<file path="src/rtl/mmio_anim_master.sv">
// mmio_anim_master: tick-driven MMIO initiator reading BTNU and writing frame (plus LED mirror when ANIM_LED_MIRROR_EN is defined)
module mmio_anim_master #(
  parameter logic [31:0] TICK_CYCLES = 32'd1000000,
  parameter int unsigned NUM_FRAMES = 64,
  parameter logic [11:0] ADDR_BTN = 12'd1000,
  parameter logic [11:0] ADDR_LED = 12'd1001,
  parameter logic [11:0] ADDR_FRAME = 12'd1002
) (
  input  logic        clk,
  input  logic        reset,
  input  logic        enable,
  output logic        bus_req,
  input  logic        bus_gnt,
  output logic        wEn,
  output logic [11:0] addr,
  output logic [31:0] dataOut,
  input  logic [31:0] dataIn,
  output logic [7:0]  frame,
  output logic        paused,
  output logic        overrun
);
  typedef enum logic [2:0] {IDLE, REQ, RD_BTN, WR_FRAME, WR_LED} state_t;
  localparam logic [7:0] LAST = 8'(NUM_FRAMES - 1);
  state_t state, state_n;
  logic [31:0] cnt;
  logic pending, tick;
  logic [7:0] nxt_frame;
  logic unused_data;
  assign unused_data = ^dataIn[31:1];
  assign tick = enable && cnt == TICK_CYCLES - 32'd1;
  assign nxt_frame = paused ? frame : (frame == LAST ? 8'd0 : frame + 8'd1);
  always_ff @(posedge clk) begin
    if (reset) begin
      state <= IDLE;
      cnt <= '0;
      pending <= 1'b0;
      overrun <= 1'b0;
      frame <= '0;
      paused <= 1'b0;
    end else begin
      state <= state_n;
      if (enable) cnt <= tick ? '0 : cnt + 32'd1;
      pending <= (state == IDLE) ? 1'b0 : (pending | tick);
      overrun <= overrun | (tick & pending);
      if (state == RD_BTN && bus_gnt) paused <= dataIn[0];
      if (state == WR_FRAME && bus_gnt) frame <= nxt_frame;
    end
  end
  always_comb begin
    state_n = state;
    bus_req = 1'b0;
    wEn = 1'b0;
    addr = '0;
    dataOut = '0;
    case (state)
      IDLE: state_n = (tick || pending) ? REQ : IDLE;
      REQ: begin
        bus_req = 1'b1;
        state_n = bus_gnt ? RD_BTN : REQ;
      end
      RD_BTN: begin
        bus_req = 1'b1;
        addr = ADDR_BTN;
        state_n = bus_gnt ? WR_FRAME : RD_BTN;
      end
      WR_FRAME: begin
        bus_req = 1'b1;
        addr = ADDR_FRAME;
        wEn = bus_gnt;
        dataOut = {24'd0, nxt_frame};
`ifdef ANIM_LED_MIRROR_EN
        state_n = bus_gnt ? WR_LED : WR_FRAME;
`else
        state_n = bus_gnt ? IDLE : WR_FRAME;
`endif
      end
      WR_LED: begin
        bus_req = 1'b1;
        addr = ADDR_LED;
        wEn = bus_gnt;
        dataOut = {27'd0, frame[4:0]};
        state_n = bus_gnt ? IDLE : WR_LED;
      end
      default: state_n = IDLE;
    endcase
  end
endmodule
</file>
<file path="config.mk">
export PLATFORM = sky130hd
export DESIGN_NAME = mmio_anim_master
export DESIGN_NICKNAME = d
export VERILOG_FILES = /design/src/rtl/mmio_anim_master.sv
export SDC_FILE = /design/constraint.sdc
export NUM_CORES = 1
export LEC_CHECK = 0
export CORE_MARGIN = 2
export CORE_UTILIZATION = 40
export CTS_CLUSTER_SIZE = 20
export DETAILED_ROUTE_END_ITERATION = 10
export MAX_ROUTING_LAYER = met4
export PLACE_DENSITY = 0.75
export SLEW_MARGIN = 25
export SYNTH_ARGS = -nofsm -noshare
export SYNTH_HDL_FRONTEND = slang
export SYNTH_SLANG_ARGS = --single-unit
</file>
<file path="constraint.sdc">
create_clock -name clk -period 2.05 [get_ports clk]
set_clock_uncertainty 0.1 [all_clocks]
set_input_delay 0.41 -clock clk [delete_from_list [all_inputs] [get_ports clk]]
set_output_delay 0.41 -clock clk [all_outputs]
set_load 0.005 [all_outputs]
</file>
# [After elaboration in Yosys (flattened, before gate mapping)]
# Index checks and enable logic that the tools add are counted.
[word_totals] word_cells=38 in_bits=36 reg_bits=46 out_inout_bits=56
[classes] mux=13 addsub=2 bitwise=3 reduce_logical=8 eq_ne=6
[op_table] op="adder 32 x 1 -> 32 bit (second input constant)" count=1
[op_table] op="equality test 32 x 20 -> 1 bit (second input constant)" count=1
[op_table] op="2-to-1 mux 32 bit" count=1
[op_table] op="case mux 10 bit (3 select lines)" count=1
[op_table] op="2-to-1 mux 8 bit" count=2
[op_table] op="case mux 8 bit (2 select lines)" count=1
[op_table] op="case mux 3 bit (5 select lines)" count=1
[op_table] op="adder 8 x 1 -> 8 bit (second input constant)" count=1
[op_table] op="equality test 8 x 6 -> 1 bit (second input constant)" count=1
[op_table] op="equality test 3 x 2 -> 1 bit (second input constant)" count=2
[op_table] op="2-to-1 mux 1 bit" count=4
[op_table] op="2-to-1 mux 2 bit" count=2
[op_table] op="OR reduction 2 bit" count=2
[op_table] op="OR reduction 4 bit" count=1
[op_table] op="equality test 3 x 1 -> 1 bit (second input constant)" count=1
[op_table] op="equality test 3 bit (second input constant)" count=1
[op_table] op="logical AND 1 bit" count=3
[op_table] op="logical NOT 3 bit" count=1
[op_table] op="2-to-1 mux 3 bit" count=1
[op_table] op="bitwise OR 1 bit" count=2
[op_table] op="AND 1 bit" count=1
[op_table] op="logical OR 1 bit" count=1

# [Logic depth before layout (Yosys ltp)]
# Gate-level depths: netlist of the first run.
[logic_depth] word_depth=5 depth_mapped=8 ltp_nobuf=6

# [Worst setup path before layout of the first run]
# OpenSTA, ideal clock, no wires.
[synth_timing] path_type="flip-flop to output port" from="register frame[0]" to="output dataOut[3]" path_buffers=0 t_required_ns=1.540 path_stages_with_launch=7 setup_slack_ns=-0.069 t_arrival_ns=1.609 path_cell_list="dfxtp_1 ha_1 and3b_1 nor4b_2 nand2b_1 o21ai_1 a21o_1"
[synth_via] elab_chain_cells=4 elab_cells_between_ends=5 cone_classes="add/sub (1); eq/ne (1); mux (3)"
[synth_lines] item="from (decl)" line="18" source="output logic [7:0] frame,"
[synth_lines] item="from (signal assigned)" line="46" source="if (state == WR_FRAME && bus_gnt) frame <= nxt_frame;"
[synth_lines] item="adder 8 x 1 -> 8 bit / equality test 8 x 6 -> 1 bit (equally long branches)" line="31" source="assign nxt_frame = paused ? frame : (frame == LAST ? 8'd0 : frame + 8'd1);"
[synth_lines] item="2-to-1 mux 8 bit (*) (2 in series)" line="31"
[synth_lines] item="case mux 8 bit (2 select lines) (*)" line="55" source="case (state)"
[synth_lines] item="to (decl)" line="16" source="output logic [31:0] dataOut,"
# Every way passes the cells marked *; elsewhere a longest branch is shown, timed or not.

# [Worst setup path after layout of the first run]
[layout_timing] from="register frame[0]" to="output dataOut[0]"
[layout_via] elab_chain_cells=4 elab_cells_between_ends=5 cone_classes="add/sub (1); eq/ne (1); mux (3)"
[layout_lines] item="adder 8 x 1 -> 8 bit / equality test 8 x 6 -> 1 bit (equally long branches)" line="31"
[layout_lines] item="2-to-1 mux 8 bit (2 in series)" line="31"
[layout_lines] item="case mux 8 bit (2 select lines) (*)" line="55"
# Marks and branches as above.

==> out/qor.csv, run 1 <==
stage,metric,value,unit
power_and_ir_drop,clkPwrFrac,0.423,
global_route,grt_pass1_vias,2285,
route,first_pass_iters,4,
synth,syn_area,0.002626,mm^2
die,io_pins,92,
setup_path,cp_num_buf_inv,2,
die,die_width,85.03,um
clocking,cts-root-buf,clkbuf_8,
place,place.gp.congestion,0.8153,
power_and_ir_drop,leakage,1.448,nW
power_and_ir_drop,switchingPower,0.0003738,W
setup_path,arrival,1.78,ns
clocking,cts_buffers,5,
route,via_count,2431,
power_and_ir_drop,power.internal,0.001279,W
setup_path,worst-setup-path-type,flip-flop to output port,
route,drt_wl_total,6212,um
status,violations,setup timing,
route,drt_iter0_markers,114,
setup_path,crit_path_start_kind,flip-flop,
synth,ys_warn_count,0,
setup_path,cp_slowest_cell,dfxtp_4,
synth,yosysUniqueCellTypes,49,
clocking,htreeDepth,2,
cells_and_area,area_growth,31.82,%
power_and_ir_drop,swShare,0.2262,
power_and_ir_drop,powerDensity,477.5,mW/mm^2
place,dpl-instance-area,0.003174,mm^2
global_route,grt_max_degree,30,
synth,synthArstFlopShare,0,
power_and_ir_drop,peakVddDrop,347.6,uV
timing,hold_viol_final,0,
route,via_per_inst,5.118,
synth,synth.avg_cell_area,8.207,um^2
power_and_ir_drop,power,0.001653,W
route,postRouteAntennaNets,0,
global_route,grt_overflow_total,0,
timing,fin_crit,2.294,ns
power_and_ir_drop,combPwrFrac,0.037,
timing,rsz0062_at_grt,yes,
cells_and_area,layout_commonest_cell,buf_4,
clocking,clk_pin_slew,0.09,ns
die,fp.dieH,85.03,um
route,drcViolationCount,0,
global_route,grt_use_total,0.1756,
cells_and_area,finish.net_count,435,
synth,netlist.top_cell.by_area,dfxtp_1,
worst_hold_path,hp-class,flip-flop to flip-flop,
cells_and_area,final_cell_area,0.003462,mm^2
timing,drv_slew,0,
die,start_util,0.4136,
die,die_area,0.007230,mm^2
global_route,grt_pass1_wl,10140,um
status,status,"finished, violations left",
timing,post-route-period-util,1.119,
die,rows,29,
die,coreArea,0.006350,mm^2
place,port_buffers,32,
timing,max_freq,435.9,MHz
cells_and_area,fillCellCount,574,
clocking,cts_tree,done,
clocking,cts.sink_count,46,
place,dp_hpwl,4250,um
route,post_drt_wl_per_cell,13.08,um
synth,seq_area_frac_synth,0.3506,
setup_path,cp_data_required_time,1.54,ns
synth,ys.flop_type,dfxtp_1,
timing,setup_viol,8,
job,maxCapViolCount,0,
setup_path,crit_path_cell_trace,ha_4 > and3b_2 > nor4b_4 > nand2b_4 > buf_4 > o31ai_4 > buf_2,
setup_path,slowest_delay,0.37,ns
cells_and_area,num_antenna_cells,0,
synth,synth.top_cell.area_share,0.3506,
synth,netlist_instances,320,
global_route,antenna_found_initial,0,
clocking,ctsHoldBuffers,0,
cells_and_area,layout-drive-gt1-share,0.2663,
setup_path,end_kind,output port,
setup_path,crit_family,simple AND/OR/NAND/NOR gates,
cells_and_area,mostFrequentLayoutCells,"buf_4 (51), nor2_1 (41), dfxtp_1 (40)",
synth,synth_edf_count,0,
synth,netlist_top_cells_area,"dfxtp_1 (35%), buf_4 (10%), xor2_1 (7.3%)",
power_and_ir_drop,p_seq_frac,0.540,
setup_path,crit_fanout,4,
synth,synth_seq_cells,46,
timing,setup_slack,-0.2440,ns
clocking,clock_path_buffers,2,
clocking,clock_latency,0.30,ns
## final cells by class
type                       instances  area [um^2]  area share
inverter                           7        26.28    0.007589
clock inverter                     3        43.79     0.01265
multi-input combinational        250         1578      0.4557
sequential                        46        938.4      0.2711
tap                               77        96.34     0.02783
clock buffer                       5        68.82     0.01988
timing repair buffer              87        710.7      0.2053
## sequential cells by signal (all words and copies together) (netlist names)
register,cells
cnt,32
frame,8
state,3
overrun,1
paused,1
pending,1
## path summary, 6_finish.rpt
kind	start	end	slack, ns	cells past startpoint
worst min register to register	overrun	overrun	0.39	2
worst max register to register	cnt[11]	cnt[29]	0.07	6
worst min-delay path	overrun	overrun	0.39	2
worst max-delay path	frame[0]	dataOut[0]	-0.24	7
## per-layer routing
layer | vias up | wire, um | track usage
li1 | 1210 | - | -
met2 | 68 | 3058 | 0.2976
met1 | 1143 | 2753 | 0.2066
met5 | - | 0 | -
met4 | 0 | 131 | 0.05772
met3 | 10 | 268 | 0.03794
## cell families after synthesis
family | synth area share
and+or+nand+nor | 0.3159
AOI/OAI and AO/OA | 0.08814
muxes | 0.003811
buffers and inverters | 0.1239
other | 0.001428
xor gates and xnor gates | 0.1067
adders and majority gates | 0.009527
DFF | 0.3506
## power groups by stage
stage	clock network (W)	registers [W]	logic (W)
5_1_grt	0.000743	0.000894	0.0000678
6_report	0.000699	0.000893	0.0000607
3_3_place_gp	0	0.000919	0.0000585
2_1_floorplan	0	0.000920	0.0000752
4_1_cts	0.000719	0.000895	0.0000601
3_5_place_dp	0	0.000920	0.0000601
## synth_stat cells (2+ instances only)
| cell | number |
|---|---|
| xnor2_1 | 10 |
| o31ai_1 | 4 |
| nor3_1 | 7 |
| clkbuf_1 | 6 |
| inv_1 | 7 |
| or3_1 | 4 |
| xor2_1 | 22 |
| buf_4 | 35 |
| nor4b_1 | 4 |
| o21ai_0 | 13 |
| nor2_1 | 43 |
| nand2b_1 | 3 |
| a21oi_1 | 16 |
| and2_1 | 3 |
| nand4_1 | 17 |
| nor4_1 | 7 |
| nand2_1 | 20 |
| dfxtp_1 | 46 |
| buf_2 | 2 |
| ha_1 | 2 |
| nand3_1 | 15 |
| nand3b_1 | 2 |
| and3_1 | 6 |
## tightest hold or removal path: cells and delay by family (launching register included)
kind	cells	cell delay (ns)
AO/OA/AOI/OAI	1	0.04
flip-flops	1	0.35
AND/OR/NAND/NOR	1	0.07
## what timing repair did
item	4_1_cts	5_1_grt
pin swaps	6	7
resized for setup	59	13
buffers inserted	9	6
setup endpoints to repair	18	14
## stage by stage
step	setup TNS [ns]	setup slack, ns	util	std cells	hold WS [ns]
3_5_place_dp	-7.313	-0.3990	0.4999	452	0.3824
4_1_cts	-1.274	-0.2546	0.5326	469	0.4119
2_1_floorplan	0	0.00009659	-	347	0.3604
5_1_grt	-2.079	-0.3234	0.5452	475	0.4310
3_3_place_gp	-7.057	-0.2994	0.4999	452	0.3595
6_report	-1.382	-0.2440	0.5452	475	0.3950
Power figures use the tool's default switching activity.
==> run 2, diff against run 1 <==
--- a/config.mk
+++ b/config.mk
@@ -15,3 +15,4 @@
 export SYNTH_ARGS = -nofsm -noshare
 export SYNTH_HDL_FRONTEND = slang
 export SYNTH_SLANG_ARGS = --single-unit
+export TNS_END_PERCENT = 5
==> out/qor.csv, run 2 (same netlist as run 1, synthesis figures left out) <==
stage,metric,value,unit,change
power_and_ir_drop,p_seq_frac,0.539,,was 0.540
timing,setup_tns,-2.339,ns,was -1.382 ns
worst_hold_path,hold_start,overrun,,unchanged
status,status,"finished, violations left",,unchanged
global_route,grt_overflow_total,0,,unchanged
cells_and_area,reg_top3,"cnt (32), frame (8), state (3)",,unchanged
power_and_ir_drop,peakVddDrop,357.1,uV,was 347.6 uV
clocking,cts-root-buf,clkbuf_8,,unchanged
route,first_pass_iters,4,,unchanged
route,post_drt_wl_per_cell,12.73,um,was 13.08 um
timing,post-route-period-util,1.128,,was 1.119
place,dp_hpwl,4250,um,unchanged
power_and_ir_drop,powerDensity,489.3,mW/mm^2,was 477.5 mW/mm^2
worst_hold_path,whs_endpoint,overrun,,unchanged
setup_path,startpoint,frame[0],,unchanged
clocking,clock_path_buffers,2,,unchanged
timing,hold_viol_final,0,,unchanged
die,die_area,0.007230,mm^2,unchanged
route,drt_iter0_markers,96,,was 114
setup_path,slowest_delay,0.37,ns,about the same
cells_and_area,largest_reg_flops,32,,unchanged
route,drcViolationCount,0,,unchanged
cells_and_area,multi_input_area,0.001569,mm^2,was 0.001578 mm^2
die,coreArea,0.006350,mm^2,unchanged
cells_and_area,finish.net_count,426,,was 435
global_route,grt_use_total,0.1717,,was 0.1756
cells_and_area,layout-drive-gt1-share,0.2519,,was 0.2663
setup_path,worstReg2RegStart,cnt[8],,was cnt[11]
clocking,cts.sink_count,46,,unchanged
cells_and_area,utilization,0.5348,,was 0.5452
setup_path,reg2reg_depth,5,,was 6
route,via_per_inst,5.114,,was 5.118
cells_and_area,area_growth,29.30,%,was 31.82%
setup_path,crit_path_start_kind,flip-flop,,unchanged
setup_path,cp_data_required_time,1.54,ns,about the same
place,port_buffers,32,,unchanged
timing,setup_viol,15,,was 8
setup_path,end_kind,output port,,unchanged
power_and_ir_drop,leakage,1.381,nW,was 1.448 nW
global_route,antenna_found_initial,0,,unchanged
clocking,cts_tree,done,,unchanged
die,start_util,0.4136,,unchanged
power_and_ir_drop,swShare,0.2286,,was 0.2262
power_and_ir_drop,clkPwrFrac,0.424,,was 0.423
global_route,grt_max_degree,30,,unchanged
cells_and_area,mostFrequentLayoutCells,"buf_4 (44), nor2_1 (41), dfxtp_1 (37)",,"was buf_4 (51), nor2_1 (41), dfxtp_1 (40)"
timing,rsz0062_at_grt,yes,,unchanged
power_and_ir_drop,switchingPower,0.0003798,W,was 0.0003738 W
cells_and_area,num_antenna_cells,0,,unchanged
setup_path,arrival,1.80,ns,was 1.78 ns
route,postRouteAntennaNets,0,,unchanged
clocking,clock_latency,0.31,ns,was 0.30 ns
die,io_pins,92,,unchanged
worst_hold_path,hp-class,flip-flop to flip-flop,,unchanged
power_and_ir_drop,combPwrFrac,0.036,,was 0.037
cells_and_area,layout_commonest_cell,buf_4,,unchanged
place,dpl-instance-area,0.003174,mm^2,unchanged
route,via_count,2383,,was 2431
clocking,cts_buffers,5,,unchanged
timing,setup_slack,-0.2617,ns,was -0.2440 ns
job,maxCapViolCount,0,,unchanged
setup_path,worst-setup-path-type,flip-flop to output port,,unchanged
status,violations,setup timing,,unchanged
cells_and_area,regArea,937.1,um^2,was 938.4 um^2
global_route,grt_pass1_wl,9963,um,was 10140 um
setup_path,rrSetupSlack,0.10,ns,was 0.07 ns
place,place.gp.congestion,0.8153,,unchanged
route,drt_wl_total,5934,um,was 6212 um
die,fp.dieH,85.03,um,unchanged
setup_path,cp_slowest_cell,dfxtp_4,,unchanged
clocking,clk_pin_slew,0.10,ns,was 0.09 ns
global_route,grt_pass1_vias,2273,,was 2285
cells_and_area,fillCellCount,580,,was 574
die,rows,29,,unchanged
power_and_ir_drop,power,0.001662,W,was 0.001653 W
die,die_width,85.03,um,unchanged
setup_path,reg2reg_to,cnt[29],,unchanged
setup_path,crit_path_cell_trace,ha_4 > and3b_2 > nor4b_4 > nand2b_4 > buf_4 > o31ai_2 > buf_2,,was ha_4 > and3b_2 > nor4b_4 > nand2b_4 > buf_4 > o31ai_4 > buf_2
clocking,htreeDepth,2,,unchanged
cells_and_area,largest-register,cnt,,unchanged
cells_and_area,final_cell_area,0.003396,mm^2,was 0.003462 mm^2
timing,max_freq,432.6,MHz,was 435.9 MHz
timing,fin_crit,2.312,ns,was 2.294 ns
power_and_ir_drop,power.internal,0.001282,W,was 0.001279 W
timing,drv_slew,0,,unchanged
setup_path,crit_fanout,4,,unchanged
worst_hold_path,holdPathStages,2,,unchanged
[run 2: cell count changes in the layout (fill, tap and decap cells not counted), moves of 2 or more]
cell,before,now
dfxtp_2,2,7
clkdlybuf4s50_1,16,23
buf_4,51,44
dlygate4sd2_1,9,1
buf_2,6,4
buf_6,3,1
o31ai_2,0,2
dfxtp_4,4,2
dfxtp_1,40,37
[run 2: repair_timing]
| action | 4_1_cts | 5_1_grt |
|---|---|---|
| pin swaps | 8 | 1 |
| hold buffers | 0 | 0 |
| endpoints found under the hold margin | 0 | 0 |
| gates resized for setup | 46 | 13 |
| buffers inserted | 5 | 1 |
| endpoints found under the setup margin | 18 | 21 |
[run 2: power by group through the flow]
| stage | Sequential (W) | Combinational (W) | Clock [W] |
|---|---|---|---|
| final | 0.000896 | 0.0000603 | 0.000705 |
| after global routing | 0.000897 | 0.0000677 | 0.000747 |
| after CTS | 0.000896 | 0.0000601 | 0.000719 |
| after detailed placement | 0.000920 | 0.0000601 | 0 |
| after global placement | 0.000919 | 0.0000585 | 0 |
| after floorplan | 0.000920 | 0.0000752 | 0 |
[run 2: final cells by class]
cell class | instances | area share
repair buffers | 78 | 0.1927
well taps | 77 | 0.02837
inverters | 7 | 0.007738
clock inverters | 3 | 0.01290
multi-input cells | 250 | 0.4620
flip-flops and latches | 46 | 0.2760
clock buffers | 5 | 0.02027
[run 2: critical path, delay by kind of cell, from the launching register on]
family                   cells  cell delay, ns
buffers and inverters        2            0.28
AO/OA/AOI/OAI                1            0.18
AND/OR/NAND/NOR              3            0.50
adder cells (fa/ha/maj)      1            0.15
flip-flops                   1            0.37
[run 2: worst max path at each step]
stage / to / slack (ns)
after floorplan: dataOut[3] / 0.0001
after global placement: dataOut[3] / -0.30
after detailed placement: dataOut[6] / -0.40
after CTS: dataOut[3] / -0.26
after global routing: dataOut[3] / -0.35
final: dataOut[0] / -0.26
[run 2: routing by layer]
metal | wire length [um] | part of all wire | global-route usage
met5 | 0 | 0 | -
met4 | 87 | 0.015 | 0.05916
met2 | 2850 | 0.48 | 0.2798
met3 | 213 | 0.036 | 0.03696
met1 | 2781 | 0.47 | 0.2102
[run 2: per-stage QoR]
step | setup WS, ns | hold WS [ns] | std cells
finish | -0.2617 | 0.3967 | 466
global route | -0.3453 | 0.4311 | 466
global placement | -0.2994 | 0.3595 | 452
floorplan | 0.00009659 | 0.3604 | 347
CTS | -0.2604 | 0.4119 | 465
detailed placement | -0.3990 | 0.3824 | 452
==> run 3, diff against run 2 <==
--- a/config.mk
+++ b/config.mk
@@ -9,7 +9,6 @@
 export CORE_UTILIZATION = 40
 export CTS_CLUSTER_SIZE = 20
 export DETAILED_ROUTE_END_ITERATION = 10
-export MAX_ROUTING_LAYER = met4
 export PLACE_DENSITY = 0.75
 export SLEW_MARGIN = 25
 export SYNTH_ARGS = -nofsm -noshare
==> out/qor.csv, run 3 (same netlist as run 1, synthesis figures left out) <==
stage,metric,value,unit,change
timing,drv_slew,0,,unchanged
setup_path,crit_fanout,4,,unchanged
timing,setup_slack,-0.2631,ns,was -0.2617 ns
setup_path,crit_path_start_kind,flip-flop,,unchanged
cells_and_area,num_antenna_cells,0,,unchanged
route,post_drt_wl_per_cell,12.76,um,was 12.73 um
worst_hold_path,hp-class,flip-flop to flip-flop,,unchanged
setup_path,worst-setup-path-type,flip-flop to output port,,unchanged
status,status,"finished, violations left",,unchanged
power_and_ir_drop,leakage,1.381,nW,unchanged
cells_and_area,layout_commonest_cell,buf_4,,unchanged
cells_and_area,largest-register,cnt,,unchanged
route,drt_iter0_markers,102,,was 96
setup_path,arrival,1.80,ns,about the same
worst_hold_path,holdPathStages,2,,unchanged
clocking,cts.sink_count,46,,unchanged
cells_and_area,finish.net_count,426,,unchanged
place,port_buffers,32,,unchanged
global_route,grt_pass1_wl,9963,um,unchanged
clocking,ctsHoldBuffers,0,,unchanged
global_route,grt_overflow_total,0,,unchanged
global_route,grt_max_degree,30,,unchanged
route,via_per_inst,5.155,,was 5.114
route,postRouteAntennaNets,0,,unchanged
power_and_ir_drop,clkPwrFrac,0.425,,was 0.424
cells_and_area,fillCellCount,580,,unchanged
die,coreArea,0.006350,mm^2,unchanged
cells_and_area,final_cell_area,0.003396,mm^2,unchanged
worst_hold_path,hold_start,overrun,,unchanged
route,via_count,2402,,was 2383
clocking,cts_buffers,5,,unchanged
setup_path,end_kind,output port,,unchanged
die,start_util,0.4136,,unchanged
global_route,antenna_found_initial,0,,unchanged
power_and_ir_drop,peakVddDrop,358.9,uV,was 357.1 uV
power_and_ir_drop,combPwrFrac,0.036,,about the same
place,place.gp.congestion,0.8036,,was 0.8153
cells_and_area,reg_top3,"cnt (32), frame (8), state (3)",,unchanged
clocking,htreeDepth,2,,unchanged
cells_and_area,layout-drive-gt1-share,0.2519,,unchanged
setup_path,rrSetupSlack,0.09,ns,was 0.10 ns
cells_and_area,mostFrequentLayoutCells,"buf_4 (44), nor2_1 (41), dfxtp_1 (37)",,unchanged
worst_hold_path,whs_endpoint,overrun,,unchanged
cells_and_area,area_growth,29.30,%,unchanged
timing,post-route-period-util,1.128,,about the same
clocking,clock_latency,0.31,ns,about the same
timing,setup_viol,14,,was 15
setup_path,reg2reg_depth,5,,unchanged
timing,hold_viol_final,0,,unchanged
global_route,grt_pass1_vias,2273,,unchanged
place,dp_hpwl,4250,um,unchanged
clocking,cts-root-buf,clkbuf_8,,unchanged
setup_path,cp_data_required_time,1.54,ns,about the same
die,rows,29,,unchanged
job,maxCapViolCount,0,,unchanged
clocking,cts_tree,done,,unchanged
power_and_ir_drop,switchingPower,0.0003807,W,was 0.0003798 W
power_and_ir_drop,p_seq_frac,0.539,,about the same
setup_path,worstReg2RegStart,cnt[8],,unchanged
power_and_ir_drop,swShare,0.2290,,was 0.2286
die,io_pins,92,,unchanged
route,drt_wl_total,5944,um,was 5934 um
timing,setup_tns,-2.286,ns,was -2.339 ns
die,fp.dieH,85.03,um,unchanged
route,first_pass_iters,4,,unchanged
clocking,clock_path_buffers,2,,unchanged
timing,fin_crit,2.313,ns,was 2.312 ns
clocking,clk_pin_slew,0.10,ns,about the same
power_and_ir_drop,powerDensity,489.5,mW/mm^2,was 489.3 mW/mm^2
status,violations,setup timing,,unchanged
cells_and_area,largest_reg_flops,32,,unchanged
route,drcViolationCount,0,,unchanged
setup_path,reg2reg_to,cnt[29],,unchanged
die,die_width,85.03,um,unchanged
place,dpl-instance-area,0.003174,mm^2,unchanged
timing,rsz0062_at_grt,yes,,unchanged
timing,max_freq,432.3,MHz,was 432.6 MHz
power_and_ir_drop,power.internal,0.001282,W,about the same
die,die_area,0.007230,mm^2,unchanged
global_route,grt_use_total,0.1667,,was 0.1717
timing,hold_ws,0.3969,ns,was 0.3967 ns
run 3: cell counts in the layout (fill, tap and decap cells not counted):
No cell type changed its count.
run 3: how the worst max path moves through the flow:
| stage | start | end | slack [ns] | cells after the start |
|---|---|---|---|---|
| detailed placement | frame[0] | dataOut[6] | -0.40 | 8 |
| floorplan | frame[0] | dataOut[3] | 0.0001 | 6 |
| global route | frame[1] | dataOut[3] | -0.35 | 7 |
| finish | frame[0] | dataOut[0] | -0.26 | 7 |
| global placement | frame[0] | dataOut[3] | -0.30 | 7 |
| CTS | frame[1] | dataOut[3] | -0.26 | 7 |
run 3: metal layers:
layer  up-vias  global-route usage  routed length (um)  share of wire
met2        61              0.2798                2855           0.48
met3         5             0.03696                 240          0.040
met1      1151              0.2102                2761           0.46
met4         0             0.05916                  87          0.015
met5         -                   0                   0              0
li1       1185                   -                   -              -
run 3: layout make-up:
cell class	instances	area (um^2)	area share
Timing Repair Buffer	78	654.4	0.1927
Tap cell	77	96.34	0.02837
Clock inverter	3	43.79	0.01290
Sequential cell	46	937.1	0.2760
Multi-Input combinational cell	250	1569	0.4620
Clock buffer	5	68.82	0.02027
Inverter	7	26.28	0.007738
run 3: critical path, stage by stage (launching register included):
cell and delay [ns]:
dfxtp_4 0.37, ha_4 0.15, and3b_2 0.21, nor4b_4 0.14, nand2b_4 0.15, buf_4 0.13
o31ai_2 0.18, buf_2 0.15
run 3: per-stage QoR:
stage	utilization	worst slack, ns	instances	total power (W)
after floorplan	-	0.00009659	347	0.0009949
after global placement	0.4999	-0.2994	452	0.0009777
after detailed placement	0.4999	-0.3990	452	0.0009798
after CTS	0.5308	-0.2604	465	0.001675
after global routing	0.5348	-0.3453	466	0.001712
final	0.5348	-0.2631	466	0.001662
run 3: timing repair:
| action | in CTS | in global routing |
|---|---|---|
| pin swaps | 8 | 1 |
| resized for setup | 46 | 13 |
| setup buffers | 5 | 1 |
| endpoints found under the setup margin | 18 | 21 |
run 3: power by group through the flow:
stage	clock network [W]	logic (W)	registers, W
6_report	0.000706	0.0000603	0.000896
5_1_grt	0.000747	0.0000677	0.000897
4_1_cts	0.000719	0.0000601	0.000896
3_5_place_dp	0	0.0000601	0.000920
3_3_place_gp	0	0.0000585	0.000919
2_1_floorplan	0	0.0000752	0.000920
